==> src/rtl/proc_pkg.sv <==
// Shared opcode/funct encodings, pipeline-register layouts and the ALU helper
// for the 5-stage 16-bit processor.
package proc_pkg;

  localparam logic [4:0] OP_HALT = 5'b00000;
  localparam logic [4:0] OP_NOP  = 5'b00001;
  localparam logic [4:0] OP_ADDI = 5'b01000;
  localparam logic [4:0] OP_SUBI = 5'b01001;
  localparam logic [4:0] OP_LD   = 5'b10001;
  localparam logic [4:0] OP_ST   = 5'b10000;
  localparam logic [4:0] OP_LBI  = 5'b11000;
  localparam logic [4:0] OP_ALU  = 5'b11011;
  localparam logic [4:0] OP_BEQZ = 5'b01100;
  localparam logic [4:0] OP_J    = 5'b00100;

  localparam logic [1:0] FN_ADD  = 2'b00;
  localparam logic [1:0] FN_SUB  = 2'b01;
  localparam logic [1:0] FN_XOR  = 2'b10;
  localparam logic [1:0] FN_ANDN = 2'b11;

  localparam logic [15:0] NOP_INST = {OP_NOP, 11'd0};

  typedef struct packed {
    logic        valid;
    logic [15:0] pc;
    logic [15:0] inst;
  } if_id_t;

  typedef struct packed {
    logic        valid;
    logic [15:0] pc;
    logic [4:0]  op;
    logic [1:0]  funct;
    logic [2:0]  rs;
    logic [2:0]  rt;
    logic [2:0]  dest;
    logic        reg_write;
    logic        mem_rd;
    logic        mem_wr;
    logic        is_halt;
    logic        err;
    logic [15:0] rs_val;
    logic [15:0] rt_val;
    logic [15:0] imm;
  } id_ex_t;

  typedef struct packed {
    logic        valid;
    logic [15:0] alu;
    logic [15:0] st_data;
    logic [2:0]  dest;
    logic        reg_write;
    logic        mem_rd;
    logic        mem_wr;
    logic        is_halt;
    logic        err;
  } ex_mem_t;

  typedef struct packed {
    logic        valid;
    logic [2:0]  dest;
    logic        reg_write;
    logic [15:0] wdata;
  } mem_wb_t;

  localparam if_id_t IF_ID_BUBBLE = '{valid: 1'b0, pc: 16'h0000, inst: NOP_INST};

  // Register-register ALU; a = Rs, b = Rt.
  function automatic logic [15:0] alu_calc(input logic [1:0] funct,
                                           input logic [15:0] a,
                                           input logic [15:0] b);
    case (funct)
      FN_ADD:  return a + b;
      FN_SUB:  return b - a;
      FN_XOR:  return a ^ b;
      default: return a & ~b;
    endcase
  endfunction

endpackage

==> src/rtl/proc_regfile.sv <==
// 8x16 register file, two combinational read ports, one write port; a read of
// the register being written this cycle returns the incoming data.
module proc_regfile
  import proc_pkg::*;
(
  input  logic        clk,
  input  logic        rst,
  input  logic [2:0]  ra1,
  input  logic [2:0]  ra2,
  output logic [15:0] rd1,
  output logic [15:0] rd2,
  input  logic        we,
  input  logic [2:0]  wa,
  input  logic [15:0] wd
);

  logic [15:0] regs_q [8];
  logic [15:0] regs_d [8];

  always_comb begin
    regs_d = regs_q;
    if (we) regs_d[wa] = wd;
  end

  always_ff @(posedge clk or posedge rst) begin
    if (rst) begin
      for (int i = 0; i < 8; i++) regs_q[i] <= '0;
    end else begin
      regs_q <= regs_d;
    end
  end

  // Reading the next-state array gives the write-before-read bypass for free.
  assign rd1 = regs_d[ra1];
  assign rd2 = regs_d[ra2];

endmodule

==> src/rtl/pipelined_proc_hier.sv <==
// 5-stage in-order 16-bit CPU (IF/ID/EX/MEM/WB) with full forwarding, a one-cycle
// load-use stall, branches resolved in EX, and a sticky HALT that freezes the pipe.
module pipelined_proc_hier
  import proc_pkg::*;
#(
  parameter logic [15:0] RESET_PC = 16'h0000,
  parameter int          CNT_W    = 32
) (
  input  logic             clk,
  input  logic             rst,
  output logic [15:0]      imem_addr,
  input  logic [15:0]      imem_data,
  output logic [15:0]      dmem_addr,
  output logic [15:0]      dmem_wdata,
  input  logic [15:0]      dmem_rdata,
  output logic             dmem_rd,
  output logic             dmem_wr,
  output logic [15:0]      trace_pc,
  output logic [15:0]      trace_inst,
  output logic             trace_reg_write,
  output logic [2:0]       trace_wreg,
  output logic [15:0]      trace_wdata,
  output logic             halt,
  output logic             err,
  output logic             icache_req,
  output logic             icache_hit,
  output logic             dcache_req,
  output logic             dcache_hit,
  output logic [CNT_W-1:0] cycle_count
);

  logic [15:0]      pc_q, pc_d;
  if_id_t           if_id_q, if_id_d;
  id_ex_t           id_ex_q, id_ex_d, id_dec;
  ex_mem_t          ex_mem_q, ex_mem_d, ex_res;
  mem_wb_t          mem_wb_q, mem_wb_d;
  logic             halt_q, halt_d, err_q, err_d;
  logic [CNT_W-1:0] cycle_q, cycle_d;

  logic [2:0]  id_rs, id_rt;
  logic [15:0] rf_rd1, rf_rd2;
  logic        id_use_rs, id_use_rt, load_use;
  logic [15:0] ex_a, ex_b;
  logic        br_taken;
  logic        halt_in_mem;

  assign id_rs = if_id_q.inst[10:8];
  assign id_rt = if_id_q.inst[7:5];

  proc_regfile u_regfile (
    .clk (clk),
    .rst (rst),
    .ra1 (id_rs),
    .ra2 (id_rt),
    .rd1 (rf_rd1),
    .rd2 (rf_rd2),
    .we  (mem_wb_q.valid & mem_wb_q.reg_write),
    .wa  (mem_wb_q.dest),
    .wd  (mem_wb_q.wdata)
  );

  // ID: decode into ID/EX control; unknown opcodes travel as tagged NOPs.
  always_comb begin
    id_dec        = '0;
    id_dec.valid  = if_id_q.valid;
    id_dec.pc     = if_id_q.pc;
    id_dec.op     = if_id_q.inst[15:11];
    id_dec.funct  = if_id_q.inst[1:0];
    id_dec.rs     = id_rs;
    id_dec.rt     = id_rt;
    id_dec.rs_val = rf_rd1;
    id_dec.rt_val = rf_rd2;
    id_dec.imm    = {{11{if_id_q.inst[4]}}, if_id_q.inst[4:0]};
    id_use_rs     = 1'b0;
    id_use_rt     = 1'b0;
    if (if_id_q.valid) begin
      case (if_id_q.inst[15:11])
        OP_HALT: id_dec.is_halt = 1'b1;
        OP_NOP:  ;
        OP_ADDI, OP_SUBI, OP_LD: begin
          id_dec.reg_write = 1'b1;
          id_dec.dest      = id_rt;
          id_dec.mem_rd    = (if_id_q.inst[15:11] == OP_LD);
          id_use_rs        = 1'b1;
        end
        OP_ST: begin
          id_dec.mem_wr = 1'b1;
          id_use_rs     = 1'b1;
          id_use_rt     = 1'b1;
        end
        OP_LBI: begin
          id_dec.reg_write = 1'b1;
          id_dec.dest      = id_rs;
          id_dec.imm       = {{8{if_id_q.inst[7]}}, if_id_q.inst[7:0]};
        end
        OP_ALU: begin
          id_dec.reg_write = 1'b1;
          id_dec.dest      = if_id_q.inst[4:2];
          id_use_rs        = 1'b1;
          id_use_rt        = 1'b1;
        end
        OP_BEQZ: begin
          id_dec.imm = {{8{if_id_q.inst[7]}}, if_id_q.inst[7:0]};
          id_use_rs  = 1'b1;
        end
        OP_J: id_dec.imm = {{5{if_id_q.inst[10]}}, if_id_q.inst[10:0]};
        default: id_dec.err = 1'b1;
      endcase
    end
  end

  assign load_use = id_ex_q.valid && id_ex_q.mem_rd &&
                    ((id_use_rs && id_ex_q.dest == id_rs) ||
                     (id_use_rt && id_ex_q.dest == id_rt));

  // EX: operand forwarding (EX/MEM over MEM/WB over register file), ALU, branch.
  always_comb begin
    ex_a = id_ex_q.rs_val;
    ex_b = id_ex_q.rt_val;
    if (ex_mem_q.valid && ex_mem_q.reg_write && ex_mem_q.dest == id_ex_q.rs)
      ex_a = ex_mem_q.alu;
    else if (mem_wb_q.valid && mem_wb_q.reg_write && mem_wb_q.dest == id_ex_q.rs)
      ex_a = mem_wb_q.wdata;
    if (ex_mem_q.valid && ex_mem_q.reg_write && ex_mem_q.dest == id_ex_q.rt)
      ex_b = ex_mem_q.alu;
    else if (mem_wb_q.valid && mem_wb_q.reg_write && mem_wb_q.dest == id_ex_q.rt)
      ex_b = mem_wb_q.wdata;

    ex_res           = '0;
    ex_res.valid     = id_ex_q.valid;
    ex_res.st_data   = ex_b;
    ex_res.dest      = id_ex_q.dest;
    ex_res.reg_write = id_ex_q.reg_write;
    ex_res.mem_rd    = id_ex_q.mem_rd;
    ex_res.mem_wr    = id_ex_q.mem_wr;
    ex_res.is_halt   = id_ex_q.is_halt;
    ex_res.err       = id_ex_q.err;
    case (id_ex_q.op)
      OP_ADDI, OP_LD, OP_ST: ex_res.alu = ex_a + id_ex_q.imm;
      OP_SUBI:               ex_res.alu = id_ex_q.imm - ex_a;
      OP_LBI:                ex_res.alu = id_ex_q.imm;
      OP_ALU:                ex_res.alu = alu_calc(id_ex_q.funct, ex_a, ex_b);
      default:               ex_res.alu = '0;
    endcase
    br_taken = id_ex_q.valid &&
               ((id_ex_q.op == OP_BEQZ && ex_a == 16'h0000) || id_ex_q.op == OP_J);
  end

  assign halt_in_mem = ex_mem_q.valid & ex_mem_q.is_halt;
  assign halt        = halt_q | halt_in_mem;
  assign err         = err_q | (ex_mem_q.valid & ex_mem_q.err);

  // MEM/WB always drains so the instruction ahead of HALT still retires.
  always_comb begin
    pc_d               = pc_q;
    if_id_d            = if_id_q;
    id_ex_d            = id_ex_q;
    ex_mem_d           = ex_mem_q;
    mem_wb_d.valid     = ex_mem_q.valid;
    mem_wb_d.dest      = ex_mem_q.dest;
    mem_wb_d.reg_write = ex_mem_q.reg_write;
    mem_wb_d.wdata     = ex_mem_q.mem_rd ? dmem_rdata : ex_mem_q.alu;
    halt_d             = halt;
    err_d              = err;
    cycle_d            = halt ? cycle_q : cycle_q + CNT_W'(1);
    if (!halt) begin
      ex_mem_d = ex_res;
      if (br_taken) begin
        pc_d    = id_ex_q.pc + 16'd2 + id_ex_q.imm;
        if_id_d = IF_ID_BUBBLE;
        id_ex_d = '0;
      end else if (load_use) begin
        id_ex_d = '0;
      end else begin
        pc_d    = pc_q + 16'd2;
        if_id_d = '{valid: 1'b1, pc: pc_q, inst: imem_data};
        id_ex_d = id_dec;
      end
    end
  end

  always_ff @(posedge clk or posedge rst) begin
    if (rst) begin
      pc_q     <= RESET_PC;
      if_id_q  <= IF_ID_BUBBLE;
      id_ex_q  <= '0;
      ex_mem_q <= '0;
      mem_wb_q <= '0;
      halt_q   <= 1'b0;
      err_q    <= 1'b0;
      cycle_q  <= '0;
    end else begin
      pc_q     <= pc_d;
      if_id_q  <= if_id_d;
      id_ex_q  <= id_ex_d;
      ex_mem_q <= ex_mem_d;
      mem_wb_q <= mem_wb_d;
      halt_q   <= halt_d;
      err_q    <= err_d;
      cycle_q  <= cycle_d;
    end
  end

  assign imem_addr       = pc_q;
  assign dmem_addr       = ex_mem_q.alu;
  assign dmem_wdata      = ex_mem_q.st_data;
  assign dmem_rd         = ex_mem_q.valid & ex_mem_q.mem_rd;
  assign dmem_wr         = ex_mem_q.valid & ex_mem_q.mem_wr;
  assign trace_pc        = pc_q;
  assign trace_inst      = if_id_q.inst;
  assign trace_reg_write = mem_wb_q.valid & mem_wb_q.reg_write;
  assign trace_wreg      = mem_wb_q.dest;
  assign trace_wdata     = mem_wb_q.wdata;
  assign icache_req      = 1'b0;
  assign icache_hit      = 1'b0;
  assign dcache_req      = 1'b0;
  assign dcache_hit      = 1'b0;
  assign cycle_count     = cycle_q;

endmodule

==> config.mk <==
export PLATFORM = sky130hd
export DESIGN_NAME = pipelined_proc_hier
export DESIGN_NICKNAME = d
export VERILOG_FILES = /design/src/rtl/proc_pkg.sv /design/src/rtl/proc_regfile.sv /design/src/rtl/pipelined_proc_hier.sv
export SDC_FILE = /design/constraint.sdc
export NUM_CORES = 1
export LEC_CHECK = 0
export CAP_MARGIN = 20
export CORE_AREA = 2 2 293 295
export CTS_CLUSTER_DIAMETER = 120
export DETAILED_ROUTE_END_ITERATION = 10
export DIE_AREA = 0 0 295 297
export GPL_ROUTABILITY_DRIVEN = 0
export PLACE_DENSITY_LB_ADDON = 0.25
export REMOVE_ABC_BUFFERS = 1
export SLEW_MARGIN = 20
export SYNTH_ARGS = -nofsm -noshare
export SYNTH_HDL_FRONTEND = slang
export SYNTH_SLANG_ARGS = --single-unit
==> constraint.sdc <==
create_clock -name clk -period 10.95 [get_ports clk]
set_input_delay 1.6425 -clock clk [delete_from_list [all_inputs] [get_ports clk]]
set_output_delay 1.6425 -clock clk [all_outputs]
set_load 0.02 [all_outputs]
==> parameters.txt, run 1 <==
Parameter                              Value

Global routing
  Global routing usage summed across all routing layers ... between 10% and 20%
  GR Overflow Total ... 0
  Antenna violations before repair ... 1
  Vias in the first global route ... 16009
  Maximum number of pins on one net before global-route repair ... roughly 160
  Global-route wire length before repair ... 101 mm

Placement
  Area after DPL ... 23300 um2
  Number of port buffers ... between 150 and 200
  Half-perimeter wire length of the detailed placement result ... 45.4 mm

Finish
  Number of diodes added for antenna fixing ... 0
  Net count of the finished layout ... 2210
  Fill count ... slightly below 9000
  Share of post-route cells with drive strength above 1 ... roughly a tenth
  Combined flip-flop and latch cell area ... just under 9000 um2
  Layout area overhead ... 18.6%
  Post-Layout Inst Area ... approximately 25000 um2
  Multi-input combinational cell area ... 10400 um2

Drt
  DRC ... 0
  Average wire per cell in the routed design ... between 20 and 25 um
  Average via count per standard cell ... 4.73
  Router iterations before antenna repair ... 5
  Met2 Wirelength ... approximately 31 mm
  DRC marker count from the first detailed-route iteration ... around 950
  Length of routed met3 wiring ... about 3.1 mm
  Post-route ant nets ... 0
  Routed wire length ... 66.7 mm
  Vias after detailed routing ... around 15000
  Highest metal used ... met4
  Detailed-route wire length on metal 1 ... between 20 and 30 mm

STA
  Final number of max-transition violations ... 0
  Transition time of the tightest slew-check pin ... between 1 and 1.5 ns
  RSZ-0062 raised after global routing ... no
  Max frequency ... roughly 170 MHz
  Setup violation total in the final timing report ... 0
  Worst Clk Skew ... around 0.021 ns
  Clock period minus worst slack ... just under 6 ns
  Count of endpoints failing hold in the final timing report ... 0
  Worst hold slack after final layout ... around 0.40 ns
  Slew HR ... ~29%
  Setup TNS Final ... 0 ns
  Final Cycle Share ... a little over half

CTS
  Clock transition at the registers of the reported paths ... ~0.060 ns
  TritonCTS clock tree ... built
  Clock tree root buffer cell ... sky130_fd_sc_hd__clkbuf_16
  CTS max path bufs ... 3
  Number of clock buffers inserted by TritonCTS ... 45
  Clock latency at the later pin of the worst-skew pair ... 0.57 ns
  Post-CTS Hold Buffers ... 0
  # Post-CTS Setup Buffers ... 0
  Number of clock sinks ... around 350
  Number of gates resized after CTS ... 0
  CTS HTree Levels ... 2

Synth
  Fraction of registers with async set/reset ... 100%
  Main flop type after synthesis ... sky130_fd_sc_hd__dfrtp_1
  Synthesis-stage register bit count ... about 350
  Mean post-synth cell area ... just over 10 um2
  Number of distinct standard cells referenced by the synthesized netlist ... 74
  Number of warnings printed during yosys synthesis ... 0
  Cell count after synthesis ... between 2000 and 2500
  Synthesized cell area ... 20900 um2
  EDFF count, synth ... 0
  Sequential cell area fraction in the yosys report ... 42.2%

Power and ir drop
  P per Cell Area ... about 380 nW/um2
  Leak pwr ... ~12 nW
  Worst vdd ir ... 223 uV

Outcome
  Outcome ... finished clean

Die
  Initial Utilization ... 24.7%
  Core area ... between 80000 and 90000 um2
  Die height ... 297 um
  I/O pin cnt ... roughly 170
  Area of the die ... around 88000 um2
  Die span in x ... between 200 and 300 um
  Standard-cell row count ... 107

Worst setup path
  Critical Path, Cell by Cell ... xor2_1, nor4_2, buf_4, mux2i_1, o21ai_0, inv_1, ha_1, a31oi_1, xnor2_1, ha_1, a2111oi_0, o21ai_0, a221oi_1, o21ai_0, a21o_1, a21o_1, xor2_1, a21oi_1, o221ai_1
  Capture point of the critical path ... dmem_addr[14]
  Critical path startpoint ... trace_wreg[2]
  Endpoint type of the worst setup path ... flip-flop
  Slowest Stage Delay on Critical Path ... about 0.7 ns
  Worst-path maximum fanout ... 21
  Worst endpoint data arrival time ... 6.19 ns
  Register-to-register path setup slack ... ~5.2 ns
  Critical Path RT ... ~11 ns
  Cell depth of the worst flop-to-flop path ... 19
  Startpoint class of the critical path ... flip-flop
  Most frequent CP cell ... sky130_fd_sc_hd__o21ai_0
  Kind of critical path ... flip-flop to flip-flop
  Worst flop-to-flop path startpoint ... trace_wreg[2]
  Critical-path top delay cell ... sky130_fd_sc_hd__a2111oi_0
  Critical register-to-register path endpoint ... dmem_addr[14]

Flow run
  Reported max-cap violation count ... 0

Hold path
  Tightest Hold Check Type ... flip-flop to flip-flop
==> worst min-delay path by stage <==
| stage | from | endpoint | slack [ns] | cells past startpoint |
|---|---|---|---|---|
| detailed placement | ex_mem_q[4] | mem_wb_q[16] | 0.39 | 0 |
| CTS | ex_mem_q[4] | mem_wb_q[16] | 0.40 | 0 |
| floorplan | ex_mem_q[4] | mem_wb_q[16] | 0.37 | 0 |
| finish | ex_mem_q[4] | mem_wb_q[16] | 0.40 | 0 |
| global placement | ex_mem_q[4] | mem_wb_q[16] | 0.38 | 0 |
| global route | ex_mem_q[4] | mem_wb_q[16] | 0.42 | 0 |
==> where the power goes <==
part | total [W] | leakage (nW) | internal [W] | switching [W]
registers | 0.00230 | 4.66 | 0.00169 | 0.000607
logic | 0.00565 | 6.16 | 0.00243 | 0.00322
clock network | 0.00148 | 0.718 | 0.000897 | 0.000586
total | 0.00943 | 11.5 | 0.00502 | 0.00441
==> synth_stat cells, types with 41 or more instances <==
cell type,count,area (um2)
sky130_fd_sc_hd__a22o_1,86,753
sky130_fd_sc_hd__inv_1,177,664
sky130_fd_sc_hd__buf_4,87,653
sky130_fd_sc_hd__mux2i_1,185,1850
sky130_fd_sc_hd__nand2_1,185,694
sky130_fd_sc_hd__xnor2_1,77,674
sky130_fd_sc_hd__ha_1,78,976
sky130_fd_sc_hd__nor2_1,118,443
sky130_fd_sc_hd__a21oi_1,96,480
sky130_fd_sc_hd__xor2_1,41,359
sky130_fd_sc_hd__o21ai_0,85,425
sky130_fd_sc_hd__clkbuf_1,93,349
sky130_fd_sc_hd__dfrtp_1,351,8780
sky130_fd_sc_hd__mux4_2,64,1440
==> cells in the final DEF (no fill, tap or decap), drive strengths merged, types with 35 or more instances in the layout <==
master	count
nand2	185
xor2	41
clkbuf	69
dfrtp	351
a21oi	96
a22o	86
mux4	64
buf	35
nor2	118
ha	78
clkdlybuf4s50	169
xnor2	77
nor3	37
o21ai	88
mux2i	185
inv	178
==> state kept, by name, summed over array words and instances (netlist names), 2 cells and up <==
| signal | flops |
|---|---|
| trace_wreg | 3 |
| u_regfile.regs_q | 128 |
| trace_inst | 16 |
| dmem_addr | 16 |
| trace_wdata | 16 |
| ex_res | 9 |
| cycle_count | 32 |
| id_ex_q | 70 |
| dmem_wdata | 16 |
| ex_mem_q | 9 |
| id_dec | 17 |
| imem_addr | 16 |
| mem_wb_q | 2 |
==> routing by layer <==
layer | GRT usage, % | vias up
li1 | - | 7194
met1 | 20.1 | 7799
met2 | 24.3 | 363
met3 | 2.49 | 102
met4 | 6.63 | 0
met5 | 0 | -
==> stage by stage <==
step           utilization [%]  power (W)  cells  setup slack, ns
3_3_place_gp              27.6    0.00789   3192             5.56
3_5_place_dp              27.6    0.00796   3192             5.44
4_1_cts                   29.3    0.00951   3270             5.38
6_report                  29.3    0.00943   3270             5.18
5_1_grt                   29.3     0.0102   3270             4.73
2_1_floorplan                -    0.00611   1844           -0.454
==> layout make-up <==
class / count / area share [%]
well taps: 1144 / 5.78
multi-input cells: 1315 / 42.0
flip-flops and latches: 352 / 35.6
clock inverters: 9 / 0.465
clock buffers: 69 / 5.48
inverters: 177 / 2.72
repair buffers: 204 / 7.96
==> critical path: cells and delay by family, from the launching register on <==
family | cells | cell delay, ns
AO/OA/AOI/OAI | 10 | 3.16
adder cells (fa/ha/maj) | 2 | 0.60
XOR/XNOR | 3 | 0.51
flip-flops | 1 | 0.49
buffers and inverters | 2 | 0.45
AND/OR/NAND/NOR | 1 | 0.28
multiplexers | 1 | 0.11
==> cell families after synthesis <==
logic type,synth area share (%)
AND/OR/NAND/NOR,9.86
AO/OA/AOI/OAI,12.6
other,0.0180
XOR/XNOR,4.95
multiplexers,16.8
buffers and inverters,8.54
flip-flops,42.2
adder cells (fa/ha/maj),4.96
No activity file was read; power rests on OpenSTA's default activity.
==> run 2: changes to the inputs <==
==> constraint.sdc (replaced) <==
create_clock -name clk -period 5.5 [get_ports clk]
set_input_delay 0.825 -clock clk [delete_from_list [all_inputs] [get_ports clk]]
set_output_delay 0.825 -clock clk [all_outputs]
set_load 0.02 [all_outputs]
==> parameters.txt, run 2 (synthesized netlist as in run 1, its figures left out) <==
Parameter                              Value

STA
  Final Cycle Share ... 90.9% (was 52.7%)
  Max frequency ... 200 MHz (was 173 MHz)
  Worst Clk Skew ... 0.0326 ns (was 0.0210 ns)
  RSZ-0062 raised after global routing ... no (unchanged)
  Setup TNS Final ... 0 ns (unchanged)
  Count of endpoints failing hold in the final timing report ... 0 (unchanged)
  Worst hold slack after final layout ... 0.398 ns (was 0.399 ns)
  Setup violation total in the final timing report ... 0 (unchanged)
  Final number of max-transition violations ... 0 (unchanged)
  Transition time of the tightest slew-check pin ... 1.05 ns (was 1.06 ns)
  Clock period minus worst slack ... 5.00 ns (was 5.77 ns)
  Slew HR ... 29.8% (was 28.8%)

Drt
  DRC marker count from the first detailed-route iteration ... 1014 (was 953)
  DRC ... 0 (unchanged)
  Router iterations before antenna repair ... 5 (unchanged)
  Length of routed met3 wiring ... 2.78 mm (was 3.10 mm)
  Detailed-route wire length on metal 1 ... 29.7 mm (was 29.8 mm)
  Highest metal used ... met5 (was met4)
  Average wire per cell in the routed design ... 20.0 um (was 20.4 um)
  Routed wire length ... 66.0 mm (was 66.7 mm)
  Met2 Wirelength ... 31.0 mm (about the same)
  Post-route ant nets ... 0 (unchanged)
  Vias after detailed routing ... 15507 (was 15458)
  Average via count per standard cell ... 4.71 (was 4.73)

Hold path
  Number of stages on the worst hold path ... 0 (unchanged)
  Hold Crit Endpoint ... mem_wb_q[16] (unchanged)
  Worst Hold Launch ... ex_mem_q[4] (unchanged)
  Tightest Hold Check Type ... flip-flop to flip-flop (unchanged)

CTS
  CTS HTree Levels ... 2 (unchanged)
  Clock latency at the later pin of the worst-skew pair ... 0.60 ns (was 0.57 ns)
  Number of clock buffers inserted by TritonCTS ... 46 (was 45)
  TritonCTS clock tree ... built (unchanged)
  Clock transition at the registers of the reported paths ... 0.06 ns (about the same)
  CTS max path bufs ... 3 (unchanged)
  Number of clock sinks ... 352 (unchanged)
  Post-CTS Hold Buffers ... 0 (unchanged)
  Clock tree root buffer cell ... sky130_fd_sc_hd__clkbuf_16 (unchanged)

Worst setup path
  Critical Path RT ... 5.96 ns (was 11.37 ns)
  Worst-path maximum fanout ... 8 (was 21)
  Cell depth of the worst flop-to-flop path ... 21 (was 19)
  Worst endpoint data arrival time ... 5.46 ns (was 6.19 ns)
  Critical register-to-register path endpoint ... dmem_addr[14] (unchanged)
  Endpoint type of the worst setup path ... flip-flop (unchanged)
  Startpoint class of the critical path ... flip-flop (unchanged)
  Worst flop-to-flop path startpoint ... trace_wreg[2] (unchanged)
  Kind of critical path ... flip-flop to flip-flop (unchanged)
  Register-to-register path setup slack ... 0.50 ns (was 5.18 ns)

Die
  Die span in x ... 295 um (unchanged)
  Area of the die ... 87600 um2 (unchanged)
  Initial Utilization ... 24.7% (unchanged)
  I/O pin cnt ... 174 (unchanged)
  Standard-cell row count ... 107 (unchanged)
  Die height ... 297 um (unchanged)
  Core area ... 84500 um2 (unchanged)

Finish
  Fill count ... 8656 (was 8806)
  Share of post-route cells with drive strength above 1 ... 11.3% (was 10.5%)
  Layout area overhead ... 19.5% (was 18.6%)
  Net count of the finished layout ... 2229 (was 2210)
  Number of diodes added for antenna fixing ... 0 (unchanged)
  Number of flip-flops under the largest register name ... 128 (unchanged)
  Most common cell after layout, fill and taps aside ... sky130_fd_sc_hd__dfrtp_1 (unchanged)
  Combined flip-flop and latch cell area ... 8810 um2 (unchanged)
  Most used cells in the layout excluding fill and tap cells ... sky130_fd_sc_hd__dfrtp_1 (347), sky130_fd_sc_hd__nand2_1 (185), sky130_fd_sc_hd__mux2i_1 (185) (unchanged)
  Multi-input combinational cell area ... 10400 um2 (about the same)
  Most flop-heavy register ... u_regfile.regs_q (unchanged)

Global routing
  Vias in the first global route ... 15958 (was 16009)
  Maximum number of pins on one net before global-route repair ... 119 (was 159)
  GR Overflow Total ... 0 (unchanged)
  Antenna violations before repair ... 1 (unchanged)
  Global routing usage summed across all routing layers ... 15.0% (was 15.2%)
  Global-route wire length before repair ... 101 mm (about the same)

Outcome
  Outcome ... finished clean (unchanged)

Placement
  Half-perimeter wire length of the detailed placement result ... 45.9 mm (was 45.4 mm)
  Number of port buffers ... 169 (unchanged)

Power and ir drop
  Worst vdd ir ... 460 uV (was 223 uV)
  P per Cell Area ... 762 nW/um2 (was 381 nW/um2)
  Leak pwr ... 11.6 nW (was 11.5 nW)

Flow run
  Reported max-cap violation count ... 0 (unchanged)
-- run 2: worst max-delay path by stage --
stage | start | to | slack, ns | cells past startpoint
after floorplan | rst | cycle_count[0] | -5.09 | 1
after global placement | trace_wreg[2] | dmem_addr[14] | 0.34 | 22
after detailed placement | trace_wreg[2] | dmem_addr[14] | 0.24 | 22
after CTS | trace_wreg[2] | dmem_addr[14] | 0.24 | 22
after global routing | trace_wreg[2] | dmem_addr[14] | 0.09 | 21
final | trace_wreg[2] | dmem_addr[14] | 0.50 | 21
-- run 2: timing repair --
item	in CTS	in global routing
resized for setup	0	3
buffers inserted	0	0
setup endpoints to repair	0	2
-- run 2: report_power, final --
part           total, W  leakage, nW  switching (W)  internal (W)
Clock           0.00304        0.736        0.00122       0.00182
Combinational    0.0115         6.24        0.00655       0.00494
Sequential      0.00449         4.66        0.00112       0.00337
-- run 2: area by class of cell --
type / instances / area share (%)
Multi-Input combinational cell: 1315 / 41.7
Sequential cell: 352 / 35.3
Timing Repair Buffer: 222 / 8.42
Tap cell: 1144 / 5.73
Clock buffer: 68 / 5.31
Inverter: 177 / 2.70
Clock inverter: 16 / 0.772
-- run 2: layer usage --
layer	vias up	global-route usage (%)
li1	7248	-
met1	7817	19.8
met2	332	24.6
met3	108	2.49
met4	2	5.69
met5	-	0
-- run 2: metrics by stage --
| step | cells | cell area, um2 | setup WS, ns | util, % | power [W] |
|---|---|---|---|---|---|
| final | 3294 | 25000 | 0.499 | 29.5 | 0.0190 |
| after global routing | 3294 | 25000 | 0.0867 | 29.5 | 0.0206 |
| after CTS | 3294 | 24900 | 0.237 | 29.5 | 0.0191 |
| after detailed placement | 3210 | 23400 | 0.242 | 27.7 | 0.0160 |
| after global placement | 3210 | 23400 | 0.336 | 27.7 | 0.0158 |
| after floorplan | 1844 | 19800 | -5.09 | - | 0.0122 |
-- run 2: critical path, stage by stage, from the launching register on --
cell                        delay, ns
sky130_fd_sc_hd__dfrtp_1         0.49
sky130_fd_sc_hd__xor2_1          0.24
sky130_fd_sc_hd__or4_1           0.69
sky130_fd_sc_hd__nand2_1         0.13
sky130_fd_sc_hd__a31oi_1         0.17
sky130_fd_sc_hd__inv_1           0.10
sky130_fd_sc_hd__ha_1            0.29
sky130_fd_sc_hd__nand2_1         0.08
sky130_fd_sc_hd__nor2_1          0.22
sky130_fd_sc_hd__nor2_1          0.08
sky130_fd_sc_hd__xnor2_1         0.16
sky130_fd_sc_hd__ha_1            0.22
sky130_fd_sc_hd__a2111oi_1       0.36
sky130_fd_sc_hd__buf_4           0.19
sky130_fd_sc_hd__o21ai_0         0.15
sky130_fd_sc_hd__a221oi_2        0.37
sky130_fd_sc_hd__o21ai_0         0.17
sky130_fd_sc_hd__a21o_1          0.19
sky130_fd_sc_hd__a21o_1          0.18
sky130_fd_sc_hd__xor2_1          0.14
sky130_fd_sc_hd__a21oi_1         0.15
sky130_fd_sc_hd__o221ai_1        0.12
